<file path="config.mk">
export PLATFORM = sky130hd
export DESIGN_NAME = sysid_checker_master
export DESIGN_NICKNAME = d
export VERILOG_FILES = /design/src/rtl/sysid_checker_pkg.sv /design/src/rtl/sysid_read_txn.sv /design/src/rtl/sysid_checker_master.sv
export SDC_FILE = /design/constraint.sdc
export NUM_CORES = 1
export LEC_CHECK = 0
export ABC_AREA = 1
export CAP_MARGIN = 40
export CELL_PAD_IN_SITES_DETAIL_PLACEMENT = 0
export CELL_PAD_IN_SITES_GLOBAL_PLACEMENT = 1
export CORE_UTILIZATION = 44
export CTS_CLUSTER_DIAMETER = 60
export DETAILED_ROUTE_END_ITERATION = 7
export DONT_BUFFER_PORTS = 1
export PLACE_DENSITY = 0.74
export SYNTH_ARGS = -nofsm -noshare
export SYNTH_HDL_FRONTEND = slang
export SYNTH_HIERARCHICAL = 1
export SYNTH_SLANG_ARGS = --single-unit
</file>
<file path="constraint.sdc">
create_clock -name clock -period 2.8 [get_ports clock]
set_clock_uncertainty 0.15 [all_clocks]
set_input_delay 0.84 -clock clock [delete_from_list [all_inputs] [get_ports clock]]
set_output_delay 0.84 -clock clock [all_outputs]
set_load 0.01 [all_outputs]
</file>
<file path="src/rtl/sysid_checker_pkg.sv">
// Shared types and constants for the sysid checker master and its read engine.
package sysid_checker_pkg;

    typedef enum logic [2:0] {
        IDLE,
        ID_REQ,
        ID_WAIT,
        TS_REQ,
        TS_WAIT,
        CHECK,
        DONE
    } state_t;

    typedef enum logic [1:0] {
        TXN_IDLE,
        TXN_REQ,
        TXN_WAIT,
        TXN_GAP
    } txn_state_t;

    localparam logic [1:0] ERR_OK      = 2'd0;
    localparam logic [1:0] ERR_ID      = 2'd1;
    localparam logic [1:0] ERR_TS      = 2'd2;
    localparam logic [1:0] ERR_TIMEOUT = 2'd3;

    localparam logic ADDR_ID = 1'b0;
    localparam logic ADDR_TS = 1'b1;

    // Bits needed to hold 0..max_val, never less than one.
    function automatic int unsigned cnt_width(input int unsigned max_val);
        return (max_val == 0) ? 1 : $clog2(max_val + 1);
    endfunction

endpackage

</file>
<file path="src/rtl/sysid_read_txn.sv">
// Single Avalon-MM read: holds the request through waitrequest, times out
// waiting for readdatavalid and retries after a one-cycle gap.
module sysid_read_txn
    import sysid_checker_pkg::*;
#(
    parameter int unsigned TIMEOUT_CYCLES = 255,
    parameter int unsigned MAX_RETRIES    = 3
) (
    input  logic        clock,
    input  logic        reset,
    input  logic        i_start,
    input  logic        i_address,
    input  logic        i_waitrequest,
    input  logic        i_readdatavalid,
    input  logic [31:0] i_readdata,
    output logic        o_read,
    output logic        o_address,
    output logic        o_accept,
    output logic        o_retry,
    output logic        txn_done,
    output logic [31:0] txn_data,
    output logic        txn_timeout
);

    localparam int unsigned CW = cnt_width(TIMEOUT_CYCLES);
    localparam int unsigned RW = cnt_width(MAX_RETRIES);
    localparam logic [CW-1:0] CNT_SAT   = CW'(TIMEOUT_CYCLES);
    localparam logic [CW-1:0] CNT_LAST  = CW'(TIMEOUT_CYCLES - 1);
    localparam logic [RW-1:0] RETRY_MAX = RW'(MAX_RETRIES);

    txn_state_t    r_state;
    logic [CW-1:0] r_cnt;
    logic [RW-1:0] r_retries;
    logic          r_addr;

    logic          w_active;
    logic          w_accept;
    logic          w_data_ok;
    logic          w_expire;
    logic          w_retry;
    logic          w_fail;
    logic          w_load;
    logic [CW-1:0] w_cnt_next;

    // Returned data and acceptance both beat an expiry landing in the same cycle.
    always_comb begin
        w_active   = (r_state == TXN_REQ) || (r_state == TXN_WAIT);
        w_accept   = (r_state == TXN_REQ) && !i_waitrequest;
        w_data_ok  = (r_state == TXN_WAIT) && i_readdatavalid;
        w_expire   = w_active && !w_accept && !w_data_ok && (r_cnt >= CNT_LAST);
        w_retry    = w_expire && (r_retries < RETRY_MAX);
        w_fail     = w_expire && !w_retry;
        w_load     = i_start && ((r_state == TXN_IDLE) || w_data_ok);
        w_cnt_next = (r_cnt == CNT_SAT) ? r_cnt : r_cnt + 1'b1;
    end

    // A new request may be loaded in the very cycle the previous word returns.
    always_ff @(posedge clock) begin
        if (reset) begin
            r_state   <= TXN_IDLE;
            r_cnt     <= '0;
            r_retries <= '0;
            r_addr    <= 1'b0;
        end else if (w_load) begin
            r_state   <= TXN_REQ;
            r_cnt     <= '0;
            r_retries <= '0;
            r_addr    <= i_address;
        end else begin
            case (r_state)
                TXN_REQ, TXN_WAIT: begin
                    if (w_accept) begin
                        r_state <= TXN_WAIT;
                        r_cnt   <= w_cnt_next;
                    end else if (w_data_ok) begin
                        r_state   <= TXN_IDLE;
                        r_retries <= '0;
                    end else if (w_retry) begin
                        r_state   <= TXN_GAP;
                        r_retries <= r_retries + 1'b1;
                    end else if (w_fail) begin
                        r_state <= TXN_IDLE;
                    end else begin
                        r_cnt <= w_cnt_next;
                    end
                end
                TXN_GAP: begin
                    r_state <= TXN_REQ;
                    r_cnt   <= '0;
                end
                default: ;
            endcase
        end
    end

    assign o_read      = (r_state == TXN_REQ);
    assign o_address   = r_addr;
    assign o_accept    = w_accept;
    assign o_retry     = w_retry;
    assign txn_done    = w_data_ok;
    assign txn_data    = i_readdata;
    assign txn_timeout = w_fail;

endmodule

</file>
<file path="src/rtl/sysid_checker_master.sv">
// Avalon-MM master that reads the sysid ID and timestamp words and checks them.
// Optional macro SYSID_CHECK_PERIODIC_EN adds a periodic re-check from DONE.
module sysid_checker_master
    import sysid_checker_pkg::*;
#(
    parameter logic [31:0] EXPECTED_ID        = 32'd0,
    parameter logic [31:0] EXPECTED_TIMESTAMP = 32'd1486256668,
    parameter int unsigned TIMEOUT_CYCLES     = 255,
    parameter int unsigned MAX_RETRIES        = 3
`ifdef SYSID_CHECK_PERIODIC_EN
    ,
    parameter int unsigned RECHECK_PERIOD     = 1_000_000
`endif
) (
    input  logic        clock,
    input  logic        reset,
    input  logic        start,
    output logic        avm_address,
    output logic        avm_read,
    input  logic        avm_waitrequest,
    input  logic [31:0] avm_readdata,
    input  logic        avm_readdatavalid,
    output logic        busy,
    output logic        done,
    output logic        pass,
    output logic [1:0]  error_code,
    output logic [31:0] id_value,
    output logic [31:0] timestamp_value
);

    state_t      r_state;
    logic        r_done;
    logic        r_pass;
    logic [1:0]  r_err;
    logic [31:0] r_id;
    logic [31:0] r_ts;

    logic        w_ext_start;
    logic        w_kick;
    logic        w_go;
    logic        w_txn_start;
    logic        w_txn_addr;
    logic        w_accept;
    logic        w_retry;
    logic        w_txn_done;
    logic [31:0] w_txn_data;
    logic        w_txn_timeout;

    always_comb begin
        w_ext_start = start && ((r_state == IDLE) || (r_state == DONE));
        w_go        = w_ext_start || w_kick;
        w_txn_start = w_go || ((r_state == ID_WAIT) && w_txn_done);
        w_txn_addr  = (r_state == ID_WAIT) ? ADDR_TS : ADDR_ID;
    end

`ifdef SYSID_CHECK_PERIODIC_EN
    localparam int unsigned PW = cnt_width(RECHECK_PERIOD);
    localparam logic [PW-1:0] PERIOD_LAST = PW'(RECHECK_PERIOD - 1);

    logic [PW-1:0] r_period;

    always_ff @(posedge clock) begin
        if (reset || (r_state != DONE) || w_go) begin
            r_period <= '0;
        end else begin
            r_period <= r_period + 1'b1;
        end
    end

    assign w_kick = (r_state == DONE) && (r_period == PERIOD_LAST);
`else
    assign w_kick = 1'b0;
`endif

    sysid_read_txn #(
        .TIMEOUT_CYCLES (TIMEOUT_CYCLES),
        .MAX_RETRIES    (MAX_RETRIES)
    ) u_txn (
        .clock           (clock),
        .reset           (reset),
        .i_start         (w_txn_start),
        .i_address       (w_txn_addr),
        .i_waitrequest   (avm_waitrequest),
        .i_readdatavalid (avm_readdatavalid),
        .i_readdata      (avm_readdata),
        .o_read          (avm_read),
        .o_address       (avm_address),
        .o_accept        (w_accept),
        .o_retry         (w_retry),
        .txn_done        (w_txn_done),
        .txn_data        (w_txn_data),
        .txn_timeout     (w_txn_timeout)
    );

    // Periodic re-runs keep the previous result visible until CHECK replaces it.
    always_ff @(posedge clock) begin
        if (reset) begin
            r_state <= IDLE;
            r_done  <= 1'b0;
            r_pass  <= 1'b0;
            r_err   <= ERR_OK;
            r_id    <= '0;
            r_ts    <= '0;
        end else if (w_txn_timeout) begin
            r_state <= DONE;
            r_done  <= 1'b1;
            r_pass  <= 1'b0;
            r_err   <= ERR_TIMEOUT;
        end else begin
            case (r_state)
                IDLE, DONE: begin
                    if (w_go) begin
                        r_state <= ID_REQ;
                        if (w_ext_start) begin
                            r_done <= 1'b0;
                            r_pass <= 1'b0;
                            r_err  <= ERR_OK;
                        end
                    end
                end
                ID_REQ: if (w_accept) r_state <= ID_WAIT;
                ID_WAIT: begin
                    if (w_txn_done) begin
                        r_id    <= w_txn_data;
                        r_state <= TS_REQ;
                    end else if (w_retry) begin
                        r_state <= ID_REQ;
                    end
                end
                TS_REQ: if (w_accept) r_state <= TS_WAIT;
                TS_WAIT: begin
                    if (w_txn_done) begin
                        r_ts    <= w_txn_data;
                        r_state <= CHECK;
                    end else if (w_retry) begin
                        r_state <= TS_REQ;
                    end
                end
                CHECK: begin
                    r_state <= DONE;
                    r_done  <= 1'b1;
                    if (r_id != EXPECTED_ID) begin
                        r_pass <= 1'b0;
                        r_err  <= ERR_ID;
                    end else if (r_ts != EXPECTED_TIMESTAMP) begin
                        r_pass <= 1'b0;
                        r_err  <= ERR_TS;
                    end else begin
                        r_pass <= 1'b1;
                        r_err  <= ERR_OK;
                    end
                end
                default: r_state <= IDLE;
            endcase
        end
    end

    assign busy            = (r_state != IDLE) && (r_state != DONE);
    assign done            = r_done;
    assign pass            = r_pass;
    assign error_code      = r_err;
    assign id_value        = r_id;
    assign timestamp_value = r_ts;

endmodule

</file>
==> reports/qor.csv, run 1 <==
metric,value,unit
synth_top_family_by_area,simple AND/OR/NAND/NOR gates,
synth_seq_area_share,40.1,%
async_reset_ff_share,0,%
critPathBufInv,3,
yosys.area_share.simple,23.7,%
grt_remaining_overflow,0,
grt.met1_usage,24.7,%
final_nets,600,
drive_gt1_share,7.86,%
dp.cells,674,
gr-usage-met3,7.38,%
cts_buffers,9,
grt_use_total,20.2,%
period_minus_slack,2.35,ns
ant_nets,0,
layout_common_cells,"nor2_1 (98), dfxtp_1 (84), nand2_1 (78), inv_1 (76), a21oi_1 (65)",
critPathMaxStageDelay,0.38,ns
worstMarginPinSlew,0.543,ns
syn_avg_cell_area,7.08,um2
critPathArrivalTime,2.49,ns
crit_path_top_delay_cell,dfxtp_1,
clockRootBuffer,clkbuf_8,
initial_core_util,45.3,%
crit_chain,"inv_1, ha_1, nand2_1, nand3_4, nor3b_1, inv_2, nand2_4, buf_12, o21ai_0, a21oi_1",
ys_seq_elements,84,
leakagePower,1.63,nW
die_h,99.6,um
use_met2,33.0,%
areaGrowthSynthToFinish,2.06,%
diodes,0,
grt_pass1_vias,3249,
path_class,reg -> reg,
die_area,9920,um2
drc,0,
final_max_slew_viol_count,0,
grt.busiest_layer,met2,
cellPowerDensity,635,nW/um2
cts_setup_buffers,0,
synth_fp_nets,636,
fillers,966,
grt_max_degree,66,
h-tree-depth,3,
dpl_cell_area,4050,um2
path_delay_family,simple AND/OR/NAND/NOR gates,
row_count,35,
cts_resized,0,
core_area,9240,um2
max_freq,0.425,GHz
synth_warnings,6,
synth_compound_area_share,17.1,%
cts.sinks,84,
setup_ws,0.449,ns
setup-violations-final,0,
cap_viol_max_count,0,
via_per_inst,4.88,
postCtsHoldBufs,0,
drtIter0Drc,133,
synth-xor-area-share,0.627,%
hold_viol_final,0,
place_ws,0.291,ns
seq_area,1680,um2
fin_setup_tns,0,ns
final_common_cell,nor2_1,
relSlewSlack,63.8,%
ir_drop,0.299,mV
synth.distinct_cells,32,
worst-path-max-fanout,31,
synth_adder_area_share,2.09,%
grt_pass1_wl,15.7,mm
first_pass_iters,6,
io_pins,108,
clock_latency,0.35,ns
multi_input_area,1820,um2
globalplace.congestion,0.785,
dp_hpwl,6.98,mm
synth_ff_type,dfxtp_1,
final_cells,689,
tritoncts,done,
path_clk_slew,0.09,ns
avgRoutedWirePerCell,13.6,um
status,finished clean,
antenna_found_initial,0,
cts_max_path_buffers,2,
rsz0062_at_grt,false,
vias,3365,
total_power,2.72,mW
hp-class,reg -> reg,
period_share,83.9,%
totalWireLength,9.36,mm
die_x,99.6,um
cp-start-kind,flip-flop,
syn_inst,592,
worstSetupEndpointType,flip-flop,
synth_edf_count,0,
port_buffers,0,
synth.cell_area,4190,um2
muxShareOfSynthArea,0,%
critPathRequiredTime,2.94,ns
final_area,4280,um2
-- registers in the layout (all words and copies together) (netlist names), 2 cells and up --
| signal | count |
|---|---|
| id_value | 32 |
| timestamp_value | 32 |
| u_txn/r_cnt | 8 |
| r_state | 3 |
| error_code | 2 |
| u_txn/r_retries | 2 |
| u_txn/r_state | 2 |
-- metrics by stage --
| step | utilization [%] | hold slack [ns] |
|---|---|---|
| 6_report | 46.3 | 0.319 |
| 4_1_cts | 46.3 | 0.323 |
| 2_1_floorplan | - | 0.293 |
| 3_3_place_gp | 43.9 | 0.305 |
| 3_5_place_dp | 43.9 | 0.310 |
| 5_1_grt | 46.3 | 0.341 |
-- worst reg2reg max path: stages, from the launching register on --
cell	delay, ns
dfxtp_1	0.38
inv_1	0.08
ha_1	0.23
nand2_1	0.16
nand3_4	0.12
nor3b_1	0.31
inv_2	0.15
nand2_4	0.23
buf_12	0.21
o21ai_0	0.12
a21oi_1	0.15
-- area by class of cell --
class	count	share of cell area [%]
clock buffer	10	3.22
clock inverter	5	1.99
inverter	80	7.14
multi-input combinational	375	42.6
sequential	84	39.3
tap	129	3.77
timing repair buffer	6	1.93
-- metal layers --
metal  wire length, um  part of all wire [%]  vias to the layer above
met5                 0                     0                        -
met4               137                   1.5                        0
met3               660                   7.0                        9
met2              4310                    46                       90
met1              4260                    45                     1488
li1                  -                     -                     1778
-- where the power goes --
| part | switching, mW | internal (mW) | leakage, nW | total, mW |
|---|---|---|---|---|
| sequential | 0.0472 | 1.23 | 0.677 | 1.28 |
| clock | 0.442 | 0.527 | 0.109 | 0.969 |
| combinational | 0.310 | 0.158 | 0.840 | 0.468 |
-- worst paths after layout --
check	slack (ns)	endpoint	depth (start not counted)	startpoint
setup / recovery	0.45	timestamp_value[5]	10	u_txn/r_state[1]
hold / removal	0.32	u_txn/r_retries[1]	2	u_txn/r_retries[1]
setup reg to reg	0.45	timestamp_value[5]	10	u_txn/r_state[1]
hold reg to reg	0.32	u_txn/r_retries[1]	2	u_txn/r_retries[1]
-- synthesized netlist by cell type (2+ instances only) --
| library cell | n | area (um2) |
|---|---|---|
| nor2_1 | 98 | 368 |
| dfxtp_1 | 84 | 1680 |
| nand2_1 | 78 | 293 |
| inv_1 | 76 | 285 |
| a21oi_1 | 65 | 325 |
| o21ai_0 | 52 | 260 |
| buf_4 | 34 | 255 |
| nand3_1 | 24 | 120 |
| o21ai_1 | 18 | 90.1 |
| buf_2 | 7 | 35.0 |
| ha_1 | 7 | 87.6 |
| buf_6 | 6 | 67.6 |
| clkbuf_1 | 6 | 22.5 |
| nand2_2 | 5 | 31.3 |
| nand4_1 | 5 | 31.3 |
| nor2_2 | 4 | 25.0 |
| inv_2 | 3 | 11.3 |
| nand3_4 | 2 | 35.0 |
| nand3b_1 | 2 | 15.0 |
| o21bai_1 | 2 | 15.0 |
| or2_2 | 2 | 12.5 |
| xnor2_1 | 2 | 17.5 |
-- cells by family after synthesis --
group,after synthesis
and+or+nand+nor,226
AOI/OAI and AO/OA,139
buffers and inverters,133
DFF,84
adders and majority gates,7
xor gates and xnor gates,3
Power figures use the tool's default switching activity.
==> inputs of run 2 (changes only) <==
- ABC_AREA: 1 -> 0
- CORE_UTILIZATION: 44 -> 45
- clock period: 2.8 -> 2.4 ns (I/O delays scaled with it)
==> reports/qor.csv, run 2 <==
metric,value,unit
grt_use_total,20.2,%
hold_viol_final,0,
h-tree-depth,3,
path_class,reg -> reg,
cts_setup_buffers,0,
critPathRequiredTime,2.49,ns
drive_gt1_share,12.9,%
cts_max_path_buffers,2,
first_pass_iters,4,
dpl_cell_area,3950,um2
grt_max_degree,76,
status,finished clean,
postCtsHoldBufs,0,
tritoncts,done,
drtIter0Drc,130,
die_area,9130,um2
period_minus_slack,2.27,ns
hp-class,in -> reg,
port_buffers,0,
synth_top_area_share,42.7,%
diodes,0,
r2r-end,timestamp_value[17],
period_share,94.6,%
min_from,reset,
grt_remaining_overflow,0,
worstMarginPinSlew,0.471,ns
worstSetupEndpointType,flip-flop,
ys_top_cells_by_count,"nand2_1 (140), dfxtp_1 (84), a21oi_1 (69), buf_4 (32), clkbuf_1 (16)",
antenna_found_initial,0,
initial_core_util,47.2,%
ir_drop,0.342,mV
path_clk_slew,0.08,ns
worst-path-max-fanout,8,
via_per_inst,5.54,
place_ws,0.0457,ns
totalWireLength,9.12,mm
final_common_cell,nand2_1,
synth.distinct_cells,55,
ys_seq_elements,84,
async_reset_ff_share,0,%
clockRootBuffer,clkbuf_8,
rr_worst_depth,10,
multi_input_area,1900,um2
synth.most_common_cell,nand2_1,
avgRoutedWirePerCell,16.0,um
cp-start-kind,flip-flop,
synth_ff_type,dfxtp_1,
areaGrowthSynthToFinish,6.04,%
relSlewSlack,68.3,%
syn_inst,487,
row_count,33,
rsz0062_at_grt,false,
grt_pass1_vias,2842,
ant_nets,0,
die_x,95.5,um
setup_ws,0.131,ns
cts_resized,0,
final_max_slew_viol_count,0,
die_h,95.5,um
grt_pass1_wl,14.1,mm
fillers,841,
synth_warnings,6,
cellPowerDensity,726,nW/um2
io_pins,108,
dp_hpwl,6.50,mm
fin_setup_tns,0,ns
critPathArrivalTime,2.36,ns
synth_edf_count,0,
vias,3158,
seq_area,1680,um2
leakagePower,1.46,nW
globalplace.congestion,0.769,
setup-violations-final,0,
max_freq,0.441,GHz
layout_common_cells,"nand2_1 (139), dfxtp_1 (84), a21oi_1 (69), buf_4 (17)",
synth_seq_area_share,42.7,%
cts_buffers,9,
drc,0,
regToRegStartpoint,u_txn/r_state[0],
syn_avg_cell_area,8.08,um2
final_nets,504,
min_to,u_txn/r_state[0],
total_power,3.03,mW
rrSetupSlack,0.13,ns
cts.sinks,84,
synth_fp_nets,531,
clock_latency,0.35,ns
synth_top_area_cell,dfxtp_1,
core_area,8340,um2
synth.cell_area,3940,um2
synthTopCellsByArea,"dfxtp_1 (43%), nand2_1 (13%), a21oi_1 (8.8%)",
hold_depth,1,
cap_viol_max_count,0,
final_area,4170,um2
[run 2: cell types whose count changed after synthesis, moves of 5 or more]
cell,delta
nor3_1,+6
nand2_1,+62
clkbuf_1,+10
a32o_1,+5
inv_1,-68
nand2_2,-5
and3_1,+7
o21ai_0,-42
o21ai_1,-18
nor2_1,-85
nand3_1,-19
nor4_1,+12
[run 2: where the power goes]
group / switching [mW] / leakage (nW) / internal [mW] / total [mW]
combinational: 0.260 / 0.673 / 0.200 / 0.460
sequential: 0.0234 / 0.677 / 1.42 / 1.44
clock: 0.533 / 0.111 / 0.598 / 1.13
[run 2: metal layers]
layer  vias to the layer above  global-route usage [%]  share of wire [%]  wire [um]
li1                       1578                       -                  -          -
met1                      1473                    26.5                 44       4000
met2                        97                    31.0                 46       4210
met3                        10                    5.66                8.6        784
met4                         0                    8.71                1.4        127
met5                         -                       0                  0          0
[run 2: final cells by class]
cell class,instances,share of cell area (%)
flip-flops and latches,84,40.3
inverters,8,0.719
clock inverters,6,2.28
multi-input cells,336,45.5
well taps,105,3.15
repair buffers,21,4.98
clock buffers,10,3.06
[run 2: cells by family (layout without fill, tap and decap cells)]
family	Yosys count	count (layout)	share of synthesized area, %
flip-flops	84	84	42.7
AO/OA/AOI/OAI	103	103	16.9
XOR/XNOR	1	1	0.223
adder cells (fa/ha/maj)	7	7	2.22
buffers and inverters	67	45	10.3
multiplexers	3	3	0.763
AND/OR/NAND/NOR	222	222	26.9
[run 2: worst max-delay path: stages, from the launching register on]
cell	delay [ns]
dfxtp_1	0.39
inv_1	0.08
ha_1	0.35
nand2_4	0.10
nor2_4	0.04
and3_4	0.17
nand2b_4	0.16
or3_1	0.42
buf_4	0.19
nand2_1	0.06
a21oi_1	0.06
[run 2: how the worst max path moves through the flow]
stage	slack [ns]	end	cells past startpoint	start
2_1_floorplan	-0.04	timestamp_value[21]	11	avm_readdatavalid
3_3_place_gp	0.06	timestamp_value[19]	8	avm_readdatavalid
3_5_place_dp	0.05	timestamp_value[30]	8	avm_readdatavalid
4_1_cts	0.12	busy	2	r_state[1]
5_1_grt	0.04	timestamp_value[0]	10	u_txn/r_state[0]
6_report	0.13	timestamp_value[17]	10	u_txn/r_state[0]
[run 2: per-stage QoR]
step	util (%)	hold slack, ns	cells
final	50.0	0.284	570
after global routing	50.0	0.264	570
after CTS	50.0	0.261	570
after detailed placement	47.4	0.308	554
after global placement	47.4	0.303	554
after floorplan	-	0.278	487
